==> src/rtl/fetch_unit.sv <==
// Instruction fetch stage: owns the fetch PC, issues word reads to instruction memory and
// buffers returned words, tagged with their PC, in an in-order queue for the decode stage.
module fetch_unit #(
  parameter logic [31:0] RESET_PC   = 32'h0000_0000,
  parameter int unsigned FIFO_DEPTH = 2
) (
  input  logic        clk,
  input  logic        reset,
  output logic        imem_req_valid,
  input  logic        imem_req_ready,
  output logic [31:0] imem_req_addr,
  input  logic        imem_resp_valid,
  input  logic [31:0] imem_resp_data,
  output logic        instr_valid,
  input  logic        instr_ready,
  output logic [31:0] instr,
  output logic [31:0] instr_pc,
  output logic [6:0]  opcode,
  output logic [2:0]  funct3,
  output logic        funct7_5,
  input  logic        redirect,
  input  logic [31:0] redirect_pc,
  input  logic        halted,
  output logic        misaligned_pc
);

  localparam int unsigned PtrW = (FIFO_DEPTH > 1) ? $clog2(FIFO_DEPTH) : 1;
  localparam int unsigned CntW = $clog2(FIFO_DEPTH + 1);
  localparam logic [PtrW-1:0] LastIdx = PtrW'(FIFO_DEPTH - 1);
  localparam logic [CntW:0]   DepthCnt = (CntW + 1)'(FIFO_DEPTH);
  localparam logic [31:0]     Nop = 32'h0000_0013;

  logic [31:0]     fetch_pc_q, fetch_pc_d;
  logic            misaligned_q, misaligned_d;
  logic [CntW-1:0] inflight_q, inflight_d;
  logic [CntW-1:0] drop_q, drop_d;
  logic [CntW-1:0] count_q, count_d;

  // Instruction queue storage and pointers
  logic [31:0]     q_instr_q [FIFO_DEPTH];
  logic [31:0]     q_pc_q    [FIFO_DEPTH];
  logic [PtrW-1:0] q_rd_q, q_rd_d;
  logic [PtrW-1:0] q_wr_q, q_wr_d;

  // PCs of accepted requests, popped one per response (dropped or not)
  logic [31:0]     pend_pc_q [FIFO_DEPTH];
  logic [PtrW-1:0] pend_rd_q, pend_rd_d;
  logic [PtrW-1:0] pend_wr_q, pend_wr_d;

  logic            pop;
  logic            accept;
  logic            drop_resp;
  logic            push;
  logic [CntW:0]   occupancy;

  function automatic logic [PtrW-1:0] ptr_inc(input logic [PtrW-1:0] p);
    return (p == LastIdx) ? '0 : p + PtrW'(1);
  endfunction

  assign instr_valid = (count_q != '0);
  assign pop         = instr_valid & instr_ready;

  // Slots already claimed by in-flight requests and queued words, net of this cycle's pop
  assign occupancy = {1'b0, inflight_q} + {1'b0, count_q} - {{CntW{1'b0}}, pop};

  assign imem_req_valid = !reset && !halted && !redirect && !misaligned_q &&
                          (occupancy < DepthCnt);
  assign imem_req_addr  = fetch_pc_q;
  assign accept         = imem_req_valid & imem_req_ready;

  assign drop_resp = imem_resp_valid & (drop_q != '0);
  // A response landing in a redirect cycle belongs to the abandoned path
  assign push      = imem_resp_valid & !drop_resp & !redirect;

  assign instr         = instr_valid ? q_instr_q[q_rd_q] : Nop;
  assign instr_pc      = instr_valid ? q_pc_q[q_rd_q] : 32'h0000_0000;
  assign opcode        = instr[6:0];
  assign funct3        = instr[14:12];
  assign funct7_5      = instr[30];
  assign misaligned_pc = misaligned_q;

  always_comb begin
    fetch_pc_d   = fetch_pc_q;
    misaligned_d = misaligned_q;
    if (redirect) begin
      fetch_pc_d   = redirect_pc;
      misaligned_d = |redirect_pc[1:0];
    end else if (accept) begin
      fetch_pc_d = fetch_pc_q + 32'd4;
    end
  end

  always_comb begin
    inflight_d = inflight_q;
    pend_wr_d  = pend_wr_q;
    pend_rd_d  = pend_rd_q;
    if (accept) begin
      inflight_d = inflight_d + CntW'(1);
      pend_wr_d  = ptr_inc(pend_wr_q);
    end
    if (imem_resp_valid) begin
      inflight_d = inflight_d - CntW'(1);
      pend_rd_d  = ptr_inc(pend_rd_q);
    end
  end

  // No request is accepted in a redirect cycle, so everything still in flight is stale
  always_comb begin
    drop_d = drop_q;
    if (redirect) begin
      drop_d = inflight_d;
    end else if (drop_resp) begin
      drop_d = drop_q - CntW'(1);
    end
  end

  always_comb begin
    q_rd_d  = q_rd_q;
    q_wr_d  = q_wr_q;
    count_d = count_q;
    if (redirect) begin
      q_rd_d  = q_wr_q;
      count_d = '0;
    end else begin
      if (pop) begin
        q_rd_d = ptr_inc(q_rd_q);
      end
      if (push) begin
        q_wr_d = ptr_inc(q_wr_q);
      end
      case ({push, pop})
        2'b10:   count_d = count_q + CntW'(1);
        2'b01:   count_d = count_q - CntW'(1);
        default: count_d = count_q;
      endcase
    end
  end

  always_ff @(posedge clk or posedge reset) begin
    if (reset) begin
      fetch_pc_q   <= RESET_PC;
      misaligned_q <= 1'b0;
      inflight_q   <= '0;
      drop_q       <= '0;
      count_q      <= '0;
      q_rd_q       <= '0;
      q_wr_q       <= '0;
      pend_rd_q    <= '0;
      pend_wr_q    <= '0;
    end else begin
      fetch_pc_q   <= fetch_pc_d;
      misaligned_q <= misaligned_d;
      inflight_q   <= inflight_d;
      drop_q       <= drop_d;
      count_q      <= count_d;
      q_rd_q       <= q_rd_d;
      q_wr_q       <= q_wr_d;
      pend_rd_q    <= pend_rd_d;
      pend_wr_q    <= pend_wr_d;
    end
  end

  // Storage needs no reset: occupancy is tracked by the counters and pointers
  always_ff @(posedge clk) begin
    if (accept) begin
      pend_pc_q[pend_wr_q] <= fetch_pc_q;
    end
    if (push) begin
      q_instr_q[q_wr_q] <= imem_resp_data;
      q_pc_q[q_wr_q]    <= pend_pc_q[pend_rd_q];
    end
  end

endmodule

==> config.mk <==
export PLATFORM = sky130hd
export DESIGN_NAME = fetch_unit
export DESIGN_NICKNAME = d
export VERILOG_FILES = /design/src/rtl/fetch_unit.sv
export SDC_FILE = /design/constraint.sdc
export NUM_CORES = 1
export LEC_CHECK = 0
export CAP_MARGIN = 20
export CORE_MARGIN = 2
export CORE_UTILIZATION = 52
export DETAILED_ROUTE_END_ITERATION = 12
export HOLD_SLACK_MARGIN = 0.03
export PLACE_DENSITY = 0.82
export RECOVER_POWER = 50
export SETUP_SLACK_MARGIN = 0.4
export SLEW_MARGIN = 25
export SYNTH_ARGS = -nofsm -noshare
export SYNTH_HDL_FRONTEND = slang
export SYNTH_SLANG_ARGS = --single-unit
export TNS_END_PERCENT = 100
==> constraint.sdc <==
create_clock -name clk -period 7.02 [get_ports clk]
set_clock_uncertainty 0.1 [all_clocks]
set_input_delay 1.404 -clock clk [delete_from_list [all_inputs] [get_ports clk]]
set_output_delay 1.404 -clock clk [all_outputs]
set_load 0.005 [all_outputs]
Word level (Yosys, flattened, before mapping)
Memory sizes are Yosys's and may differ from the RTL's.
Index checks and enable logic that the tools add are counted.
Cells by class
  magnitude comparators: 1
  eq/ne operators: 2
  mux-type cells: 20
  reductions and logical operators: 17
  add/sub/neg operators: 12
  bitwise gates (word level): 6
Operators by type and width (number)
  2-to-1 mux 32 bit: 4
  adder 32 x 3 -> 32 bit (second input constant): 1
  2-to-1 mux 1 bit: 10
  2-to-1 mux 2 bit: 5
  nonzero test 2 bit: 5
  subtractor 2 x 1 -> 2 bit (second input constant): 3
  AND 1 bit: 5
  zero test 1 bit: 5
  adder 1 bit (second input constant): 4
  adder 2 x 1 -> 2 bit (second input constant): 2
  logical AND 1 bit: 4
  case mux 2 bit (2 select lines): 1
  adder 2 x 2 -> 3 bit: 1
  < comparator 3 x 2 -> 1 bit (second input constant): 1
  nonzero test 3 bit: 1
  subtractor 3 x 1 -> 3 bit: 1
  == test 2 x 1 -> 1 bit (second input constant): 1
  == test 2 bit (second input constant): 1
  AND reduction 2 bit: 1
  OR reduction 2 bit: 1
  inverter 1 bit: 1
Word-level totals
  flip-flop bits (word level): 43
  input bits: 71
  RAM bits: 192
  logic and storage cells: 70
  memories: 3
Memories
  pend_pc_q: depth 2, width 32, read ports 1, clocked after Yosys merged registers in 0, wr ports 1, RTL line 46  | logic [31:0] pend_pc_q [FIFO_DEPTH];
  q_instr_q: depth 2, width 32, read ports 1, clocked after Yosys merged registers in 0, wr ports 1, RTL line 40  | logic [31:0] q_instr_q [FIFO_DEPTH];
  q_pc_q: depth 2, width 32, read ports 1, clocked after Yosys merged registers in 0, wr ports 1, RTL line 41  | logic [31:0] q_pc_q [FIFO_DEPTH];

Depth between registers and ports, before layout
Gate-level depths: netlist of the first run.
  depth after elaboration: 10
  gate-level depth with buffers: 12

Worst setup path after synthesis of the first run
OpenSTA, ideal clock, no wires.
  path kind: in2reg
  from: input port redirect
  to: memory q_instr_q[1][0], enable pin
  buffers on the path: 3
  stages: 4
  data arrival time: 6.677 ns
  data required time: 6.342 ns
  setup slack: -0.335 ns
  cells stage by stage: buf_2 clkbuf_1 clkbuf_1 nor3b_1
Between the ends
  cells in the longest elaborated chain, start to end: 4
RTL lines
  start, declared: RTL line 21  | input logic redirect,
  zero test 1 bit: RTL line 73  | assign push = imem_resp_valid & !drop_resp & !redirect;
  AND 1 bit: RTL line 73
  2-to-1 mux 1 bit: RTL line 168  | if (push) begin
  2-to-1 mux 1 bit (not written as such): RTL line 169  | q_instr_q[q_wr_q] <= imem_resp_data;
  end, declared: RTL line 40
Every way passes these cells.

Worst setup path after layout of the first run
  from: input port instr_ready
  to: output port imem_req_valid
Between the ends
  cells in the longest elaborated chain, start to end: 4
RTL lines
  start, declared: RTL line 15  | input logic instr_ready,
  AND 1 bit: RTL line 61  | assign pop = instr_valid & instr_ready;
  subtractor 3 x 1 -> 3 bit: RTL line 64  | assign occupancy = {1'b0, inflight_q} + {1'b0, count_q} - {{CntW{1'b0}}, pop};
  < comparator 3 x 2 -> 1 bit: RTL line 67  | (occupancy < DepthCnt);
  logical AND 1 bit: RTL line 66  | assign imem_req_valid = !reset && !halted && !redirect && !misaligned_q &&
  end, declared: RTL line 9  | output logic imem_req_valid,
Every way passes these cells.

==> flow_metrics.tcl, run 1 <==
set metrics [dict create \
    crit_family "buffers and inverters" \
    cp_max_fo 6 \
    intPower_mw 2.663 \
    finalWorstSetupSlack_ns 1.547 \
    worst_setup_path_start_kind "input port" \
    hold_viol_final 0 \
    max_freq_mhz 182.7 \
    viasPerCell 5.615 \
    grt_pass1_vias 6220 \
    route.detailed.drc 0 \
    worstMarginPinSlew_ns 2.441 \
    fin_hold_ws_ns 0.4025 \
    cts.sinks 235 \
    wl_mm 20.26 \
    nets 920 \
    cts_resized 0 \
    grt_setup_unrepaired "false" \
    cts.path.max_buffers 3 \
    final_cells 1090 \
    endpoint_kind "primary output" \
    numCtsBuffers 23 \
    die_w_um 140.7 \
    area_delta_synth_final_pct 27.19 \
    syn_nets 747 \
    violations "capacitance limit, slew limit" \
    cts_tree "yes" \
    crit_path_start "instr_ready" \
    swShare 0.2654 \
    p_leak_nw 4.321 \
    worst_path_max_delay_cell "clkdlybuf4s50_1" \
    finalCritPeriodShare 0.7796 \
    syn_area_sq_um 9719 \
    slowest_delay_ns 0.55 \
    power_switching_mw 0.9619 \
    critPathBufInv 2 \
    ys.warnings.count 0 \
    ir_drop_mv 0.1592 \
    initial_utilization 0.5356 \
    yosysSeqAreaShare 0.7039 \
    layout-drive-gt1-share 0.07433 \
    criticalPathCategory "input port to primary output" \
    std_cell_rows 49 \
    synth_edf_count 192 \
    maxSlewHeadroom -0.6273 \
    antenna_cells 0 \
    antenna_found_initial 0 \
    vias 6120 \
    setup_viol 0 \
    pin_count 181 \
    grt_overflow 0 \
    antenna_left 0 \
    core-area_sq_um 18150 \
    rr_startpoint "count_q[1]$_DFFE_PP0P_" \
    power_frac_clock 0.312 \
    firstDrtPassIters 5 \
    die_h_um 140.7 \
    ff2ff_setup_slack_ns 3.18 \
    p_comb_frac 0.204 \
    netlist_top_cells_count "192 x edfxtp_1, 76 x nor2_1, 66 x mux2i_1" \
    synthCells 671 \
    dp_hpwl_mm 12.94 \
    worstPathArrival_ns 3.97 \
    ys_types 48 \
    ff2ff_path_depth 9 \
    cts_hold_buffers 0 \
    grt_pass1_wl_mm 31.80 \
    synth_most_common_cell "edfxtp_1" \
    cts_root_buf "clkbuf_16" \
    cts.htree.levels 1 \
    drtIter0Drc 491 \
    whs_path_depth 0 \
    routabilityCongestion 0.8275 \
    synth_seq_cells 235 \
    maxCapViolCount 5 \
    worstPathRequired_ns 5.52 \
    status "finished, violations left" \
    total_power_mw 3.625 \
    ys_async_sr_fraction 0.1830 \
    synthFlopType "edfxtp_1" \
    r2r_end "pend_pc_q[1][26]$_DFFE_PP_" \
    grtUsageTotal 0.2027 \
    synth_top_area_cell "edfxtp_1" \
    hold_path_class "register to register" \
    grt_start_max_net_pins 64 \
    seq_power_share 0.484 \
    min_from "imem_req_addr[0]$_DFFE_PP0P_" \
    crit_chain "clkdlybuf4s50_1, nor2b_1, ha_1, nand2b_1, fa_1, nor2b_2, and3_1, clkdlybuf4s50_1" \
    postCtsSetupBuffers 0 \
    critPathMostFrequentCell "clkdlybuf4s50_1" \
    portBuffers 180 \
    period_minus_slack_ns 5.473 \
    setup-tns-final_ns 0 \
    power_density_nw_per_um2 293.2 \
    synth.top_cell.area_share 0.5932 \
    wl_per_cell_um 18.59 \
    hold_end "pend_pc_q[1][0]$_DFFE_PP_" \
    avgSynthCellArea_sq_um 14.48 \
    die_area_sq_um 19800 \
    synth.top_cells.by_area "edfxtp_1 59%, dfrtp_1 11%, mux2i_1 6.8%" \
    finalMaxSlewViolations 199 \
    place_inst 1048 \
    post-place-ws_ns 1.569 \
    clkTransAtPathRegs_ns 0.06 \
    clock_latency_ns 0.51 \
]
## power groups by stage
stage                     combinational (mW)  sequential (mW)  clock (mW)
after global placement                 0.757             1.78           0
after global routing                   0.810             1.77        1.20
after floorplan                        0.510             1.73           0
after detailed placement               0.774             1.78           0
after CTS                              0.779             1.75        1.15
final                                  0.739             1.75        1.13
## final cells by class
type	instances	area, sq um
clock inverters	14	71.32
multi-input cells	384	2641
fillers	1271	5786
flip-flops and latches	235	6845
clock buffers	28	625.6
repair buffers	189	1851
well taps	229	286.5
inverters	11	41.29
## cells by family after synthesis
kind of cell / share of synthesized area
buf+inv: 0.02588
simple gates: 0.1035
flops: 0.7039
xor+xnor: 0.01171
fa+ha+maj: 0.007209
mux: 0.1074
compound gates: 0.04042
## metrics by stage
stage | util | cell area [sq um]
finish | 0.6812 | 12360
global placement | 0.6448 | 11700
floorplan | - | 9729
global route | 0.6812 | 12360
detailed placement | 0.6448 | 11700
CTS | 0.6832 | 12400
## worst reg2reg max path, cell delays in order (launching register included)
cell,delay (ns)
dfrtp_1,0.43
nor2_4,0.05
nor2b_1,0.18
ha_1,0.26
nand2b_1,0.15
fa_1,0.47
nor2b_2,0.20
and4_1,0.73
and2_1,0.54
buf_4,0.39
## routing by layer
layer / up-vias / track usage / part of all wire
met1: 2996 / 0.2620 / 0.41
met2: 255 / 0.3402 / 0.49
met3: 33 / 0.04416 / 0.076
li1: 2836 / - / -
met5: - / 0 / 0
met4: 0 / 0.07579 / 0.024
## worst max-delay path by stage
stage | end | slack [ns] | cells after the start
2_1_floorplan | q_instr_q[1][0]$_DFFE_PP_ | 1.95 | 4
3_3_place_gp | imem_req_valid | 1.61 | 8
3_5_place_dp | imem_req_valid | 1.57 | 8
4_1_cts | imem_req_valid | 1.55 | 8
5_1_grt | imem_req_valid | 1.35 | 8
6_report | imem_req_valid | 1.55 | 8
## flip-flops by register name, summed over array words and instances, names as in the netlist
register       cells
misaligned_pc      1
q_pc_q            64
q_instr_q         64
count_q            2
pend_pc_q         64
q_rd_q             1
drop_q             2
imem_req_addr     32
inflight_q         2
pend_wr_q          1
q_wr_q             1
pend_rd_q          1
## layout by cell type (no fill, tap or decap), drive strengths merged, types with 20 or more instances in the layout
cell type      count
clkbuf            32
dfrtp             43
mux2              34
clkdlybuf4s50    111
dlygate4sd3       68
nor2              77
nand3             23
nand2             51
o21ai             20
mux2i             66
edfxtp           192
Power figures use the tool's default switching activity.
==> run 2: changes to the inputs <==
- clock period: 7.02 -> 5.2 ns (I/O delays scaled with it)
==> run 2 against run 1 <==
  * The run still ends with capacitance limit, slew limit left
  * Non-clock buffer count increased by 5
  * Final area is 1.6% higher
  * Sequential share of layout area decreased by 0.90 points
  * Worst setup slack got worse by 0.77 ns
  * First-iteration DRC count shrank 15%
  * Wire length increased by 1.3%
  * Final cell count increased by 0.64%
==> flow_metrics.tcl, run 2 (synthesis gave the netlist of run 1 again) <==
set metrics [dict create \
    status "finished, violations left" \
    violations "capacitance limit, slew limit" \
    worstPathRequired_ns 4.97 \
    antenna_cells 0 \
    cts_resized 0 \
    crit_chain "clkbuf_1, clkbuf_1, nor3_1, clkbuf_2" \
    pin_count 181 \
    initial_utilization 0.5356 \
    place_inst 1053 \
    setup_viol 0 \
    maxSlewHeadroom -0.6529 \
    criticalPathCategory "input port to register" \
    cp_max_fo 63 \
    layout_common_cells "192 x edfxtp_1, 110 x clkdlybuf4s50_1, 74 x nor2_1" \
    cts_root_buf "clkbuf_16" \
    postCtsSetupBuffers 0 \
    cts.sinks 235 \
    setup-tns-final_ns 0 \
    numCtsBuffers 24 \
    nets 926 \
    maxCapViolCount 3 \
    critPathMostFrequentCell "clkbuf_1" \
    antenna_found_initial 0 \
    die_area_sq_um 19800 \
    fin_util 0.6924 \
    grt_overflow 0 \
    final_cells 1097 \
    p_leak_nw 4.431 \
    area_delta_synth_final_pct 29.29 \
    wl_per_cell_um 18.70 \
    vias 6163 \
    fill_cells 1233 \
    worstPathArrival_ns 4.20 \
    worstMarginPinSlew_ns 2.479 \
    wl_mm 20.52 \
    min_from "imem_req_addr[1]$_DFFE_PP0P_" \
    hold_viol_final 0 \
    met3_usage 0.04008 \
    routabilityCongestion 0.8497 \
    clkTransAtPathRegs_ns 0.06 \
    dp_hpwl_mm 13.00 \
    die_h_um 140.7 \
    cts_hold_buffers 0 \
    portBuffers 180 \
    slowest_delay_ns 1.56 \
    viasPerCell 5.618 \
    rr_startpoint "count_q[0]$_DFFE_PP0P_" \
    endpoint_kind "register" \
    fin_hold_ws_ns 0.4121 \
    drtIter0Drc 417 \
    dpl_cell_area_sq_um 11760 \
    grt_pass1_vias 6064 \
    cts.htree.levels 1 \
    cts.path.max_buffers 3 \
    clock_latency_ns 0.50 \
    finalCritPeriodShare 0.8514 \
    worst_path_max_delay_cell "clkbuf_1" \
    worst_setup_path_start_kind "input port" \
    cts_tree "yes" \
    max_freq_mhz 225.9 \
    final_area_sq_um 12570 \
    grt_start_max_net_pins 64 \
    route.detailed.drc 0 \
    hold_path_class "register to register" \
    die_w_um 140.7 \
    antenna_left 0 \
    grt-busiest-layer "met2" \
    firstDrtPassIters 5 \
    core-area_sq_um 18150 \
    std_cell_rows 49 \
    grt_setup_unrepaired "false" \
    top_regs "pend_pc_q x64, q_instr_q x64, q_pc_q x64" \
    grtUsageTotal 0.2048 \
    power_density_nw_per_um2 407.3 \
    use_met2 0.3481 \
    period_minus_slack_ns 4.427 \
    crit_path_start "redirect" \
    layout-drive-gt1-share 0.08295 \
    grt_pass1_wl_mm 32.02 \
    layout_commonest_cell "edfxtp_1" \
    ir_drop_mv 0.2504 \
    finalMaxSlewViolations 160 \
    grt_use_met1 0.2686 \
]
## run 2: changes by cell type in the layout (fill, tap and decap cells not counted), moves of 2 or more
cell / change
buf_12: +2
buf_4: +3
bufinv_16: +2
clkbuf_1: +3
clkbuf_8: +6
clkinv_1: -3
clkinv_2: -3
clkinvlp_4: -2
## run 2: final cells by class
type                            instances  area [sq um]  area share
Clock buffer                           37         740.7     0.05895
Clock inverter                          7         81.33    0.006472
Inverter                               11         41.29    0.003286
Multi-Input combinational cell        384          2656      0.2114
Sequential cell                       235          6845      0.5448
Tap cell                              229         286.5     0.02280
Timing Repair Buffer                  194          1914      0.1523
## run 2: per-stage QoR
step	setup WS, ns	power (mW)
floorplan	0.4952	3.017
CTS	0.4297	5.191
global route	0.5186	5.326
global placement	0.5139	3.430
finish	0.7728	5.118
detailed placement	0.4456	3.460
## run 2: critical path, delay by kind of cell
kind / cells / cell delay [ns]
AND/OR/NAND/NOR: 1 / 0.35
buffers and inverters: 3 / 2.74
## run 2: where the power goes
group          switching, mW  internal, mW  total, mW
combinational          0.462         0.527      0.989
clock                  0.658          1.07       1.73
sequential             0.169          2.23       2.40
## run 2: worst paths after layout
| path | depth (start not counted) | to | slack (ns) |
|---|---|---|---|
| worst min-delay path | 0 | pend_pc_q[0][1]$_DFFE_PP_ | 0.41 |
| worst max register to register | 9 | pend_pc_q[0][27]$_DFFE_PP_ | 1.88 |
| max in group asynchronous | 3 | q_rd_q$_DFFE_PP0P_ | 1.40 |
| worst max-delay path | 4 | q_instr_q[0][15]$_DFFE_PP_ | 0.77 |
| min in group asynchronous | 3 | drop_q[0]$_DFFE_PP0P_ | 1.83 |
| worst min register to register | 0 | pend_pc_q[0][1]$_DFFE_PP_ | 0.41 |
## run 2: layer usage
layer  vias up  wire length [um]
li1       2854                 -
met1      2988              8254
met2       281             10180
met3        40              1553
met4         0               532
met5         -                 0
==> run 3: changes to the inputs <==
- ABC_CLOCK_PERIOD_IN_PS: default -> 5200
- CORE_UTILIZATION: 52 -> 60
- DONT_BUFFER_PORTS: default -> 1
- PLACE_DENSITY: 0.82 -> 0.78
==> run 3 against run 2 <==
  * The run still ends with capacitance limit, slew limit left
  * Register-to-register slack worse by 0.79 ns
  * Global-route usage up 1.3 points
  * Worst setup slack better by 0.32 ns
  * Die area down 13%
  * Flip-flop and latch count unchanged
  * Worst hold slack better by 0.033 ns
  * Final cell count down 18%
  * Sequential share of layout area up 10 points
  * Total power down 9.4%
  * Critical path depth up 1
==> flow_metrics.tcl, run 3 (synthesis gave the netlist of run 1 again) <==
set metrics [dict create \
    status "finished, violations left" \
    violations "capacitance limit, slew limit" \
    grt_start_max_net_pins 65 \
    clkTransAtPathRegs_ns 0.06 \
    pin_count 181 \
    cts.htree.levels 1 \
    grt-busiest-layer "met2" \
    max_freq_mhz 243.2 \
    cts_resized 0 \
    die_h_um 131.3 \
    initial_utilization 0.6118 \
    clock_latency_ns 0.49 \
    endpoint_kind "register" \
    setup_viol 0 \
    worst_setup_path_start_kind "register" \
    final_cells 896 \
    vias 5443 \
    maxSlewHeadroom -0.8755 \
    antenna_left 0 \
    cp_max_fo 26 \
    numCtsBuffers 23 \
    criticalPathCategory "register to register" \
    period_minus_slack_ns 4.112 \
    setup-tns-final_ns 0 \
    ir_drop_mv 0.2009 \
    postCtsSetupBuffers 0 \
    route.detailed.drc 0 \
    grt_overflow 0 \
    layout_commonest_cell "edfxtp_1" \
    maxCapViolCount 3 \
    layout_common_cells "192 x edfxtp_1, 74 x nor2_1, 66 x mux2i_1" \
    die_w_um 131.3 \
    wl_mm 18.63 \
    antenna_cells 0 \
    grt_pass1_wl_mm 29.79 \
    power_density_nw_per_um2 438.6 \
    hold_viol_final 0 \
    wl_per_cell_um 20.79 \
    layout-drive-gt1-share 0.09265 \
    use_met2 0.3863 \
    nets 740 \
    met3_usage 0.05594 \
    core-area_sq_um 15890 \
    top_regs "pend_pc_q x64, q_instr_q x64, q_pc_q x64" \
    critPathBufInv 2 \
    cts_hold_buffers 0 \
    finalCritPeriodShare 0.7907 \
    area_delta_synth_final_pct 8.793 \
    grt_pass1_vias 5571 \
    finalMaxSlewViolations 88 \
    crit_chain "inv_1, ha_1, nand2_1, nor3_1, buf_4" \
    cts.path.max_buffers 3 \
    place_inst 855 \
    p_leak_nw 3.632 \
    viasPerCell 6.075 \
    grt_use_met1 0.2630 \
    worstPathRequired_ns 5.24 \
    worst_path_max_delay_cell "nor3_1" \
    cts_root_buf "clkbuf_16" \
    cts.sinks 235 \
    worstMarginPinSlew_ns 2.792 \
    firstDrtPassIters 5 \
    antenna_found_initial 0 \
    grtUsageTotal 0.2176 \
    portBuffers 0 \
    crit_family "simple AND/OR/NAND/NOR gates" \
    worstPathArrival_ns 4.16 \
    std_cell_rows 46 \
    die_area_sq_um 17230 \
    slowest_delay_ns 2.16 \
    hold_path_class "register to register" \
    drtIter0Drc 350 \
    routabilityCongestion 0.8466 \
    dp_hpwl_mm 12.30 \
    grt_setup_unrepaired "false" \
    cts_tree "yes" \
]
-- run 3: cell count changes in the layout (fill, tap and decap cells not counted), moves of 2 or more --
| cell | previous run | this run |
|---|---|---|
| clkbuf_1 | 9 | 12 |
| clkbuf_8 | 7 | 4 |
| clkinv_1 | 4 | 2 |
| clkdlybuf4s50_1 | 110 | 0 |
| mux2_1 | 24 | 22 |
| clkbuf_16 | 25 | 23 |
| buf_4 | 8 | 6 |
| mux2_2 | 10 | 12 |
| buf_12 | 2 | 0 |
| bufinv_16 | 2 | 0 |
| dlygate4sd3_1 | 68 | 0 |
-- run 3: final cells by class --
type                    count  area [sq um]
flip-flops and latches    235          6842
clock buffers              37         668.1
repair buffers              9         80.08
well taps                 216         270.3
clock inverters             4         18.77
multi-input cells         384          2654
fillers                  1124          5311
inverters                  11         41.29
-- run 3: metrics by stage --
stage	worst slack, ns	power [mW]	util	hold WS [ns]	area (sq um)
5_1_grt	0.8244	4.832	0.6656	0.4623	10570
6_report	1.088	4.638	0.6656	0.4449	10570
3_3_place_gp	1.459	3.145	0.6221	0.4290	9882
4_1_cts	1.463	4.699	0.6671	0.4511	10600
3_5_place_dp	1.299	3.202	0.6238	0.4371	9910
2_1_floorplan	0.4952	3.017	-	0.3603	9729
-- run 3: where the power goes --
part | internal, mW | switching (mW) | total [mW]
Combinational | 0.341 | 0.406 | 0.747
Sequential | 2.22 | 0.171 | 2.39
Clock | 0.875 | 0.624 | 1.50
Total | 3.44 | 1.20 | 4.64
-- run 3: final timing paths --
kind	startpoint	to	slack, ns	cells past startpoint
setup / recovery	drop_q[0]$_DFFE_PP0P_	q_instr_q[0][20]$_DFFE_PP_	1.09	5
hold / removal	imem_req_addr[0]$_DFFE_PP0P_	pend_pc_q[0][0]$_DFFE_PP_	0.44	0
setup reg to reg	drop_q[0]$_DFFE_PP0P_	q_instr_q[0][20]$_DFFE_PP_	1.09	5
max in group asynchronous	reset	imem_req_addr[8]$_DFFE_PP0P_	2.36	2
hold reg to reg	imem_req_addr[0]$_DFFE_PP0P_	pend_pc_q[0][0]$_DFFE_PP_	0.44	0
min in group asynchronous	reset	drop_q[1]$_DFFE_PP0P_	1.24	2
-- run 3: per-layer routing --
layer	part of all wire	up-vias
li1	-	2475
met1	0.39	2727
met2	0.51	213
met3	0.081	28
met4	0.019	0
met5	0	-
-- run 3: worst register-to-register path, cell delays in order (launching register included) --
cell,delay [ns]
dfrtp_1,0.37
inv_1,0.09
ha_1,0.17
nand2_1,0.26
nor3_1,2.16
buf_4,0.61
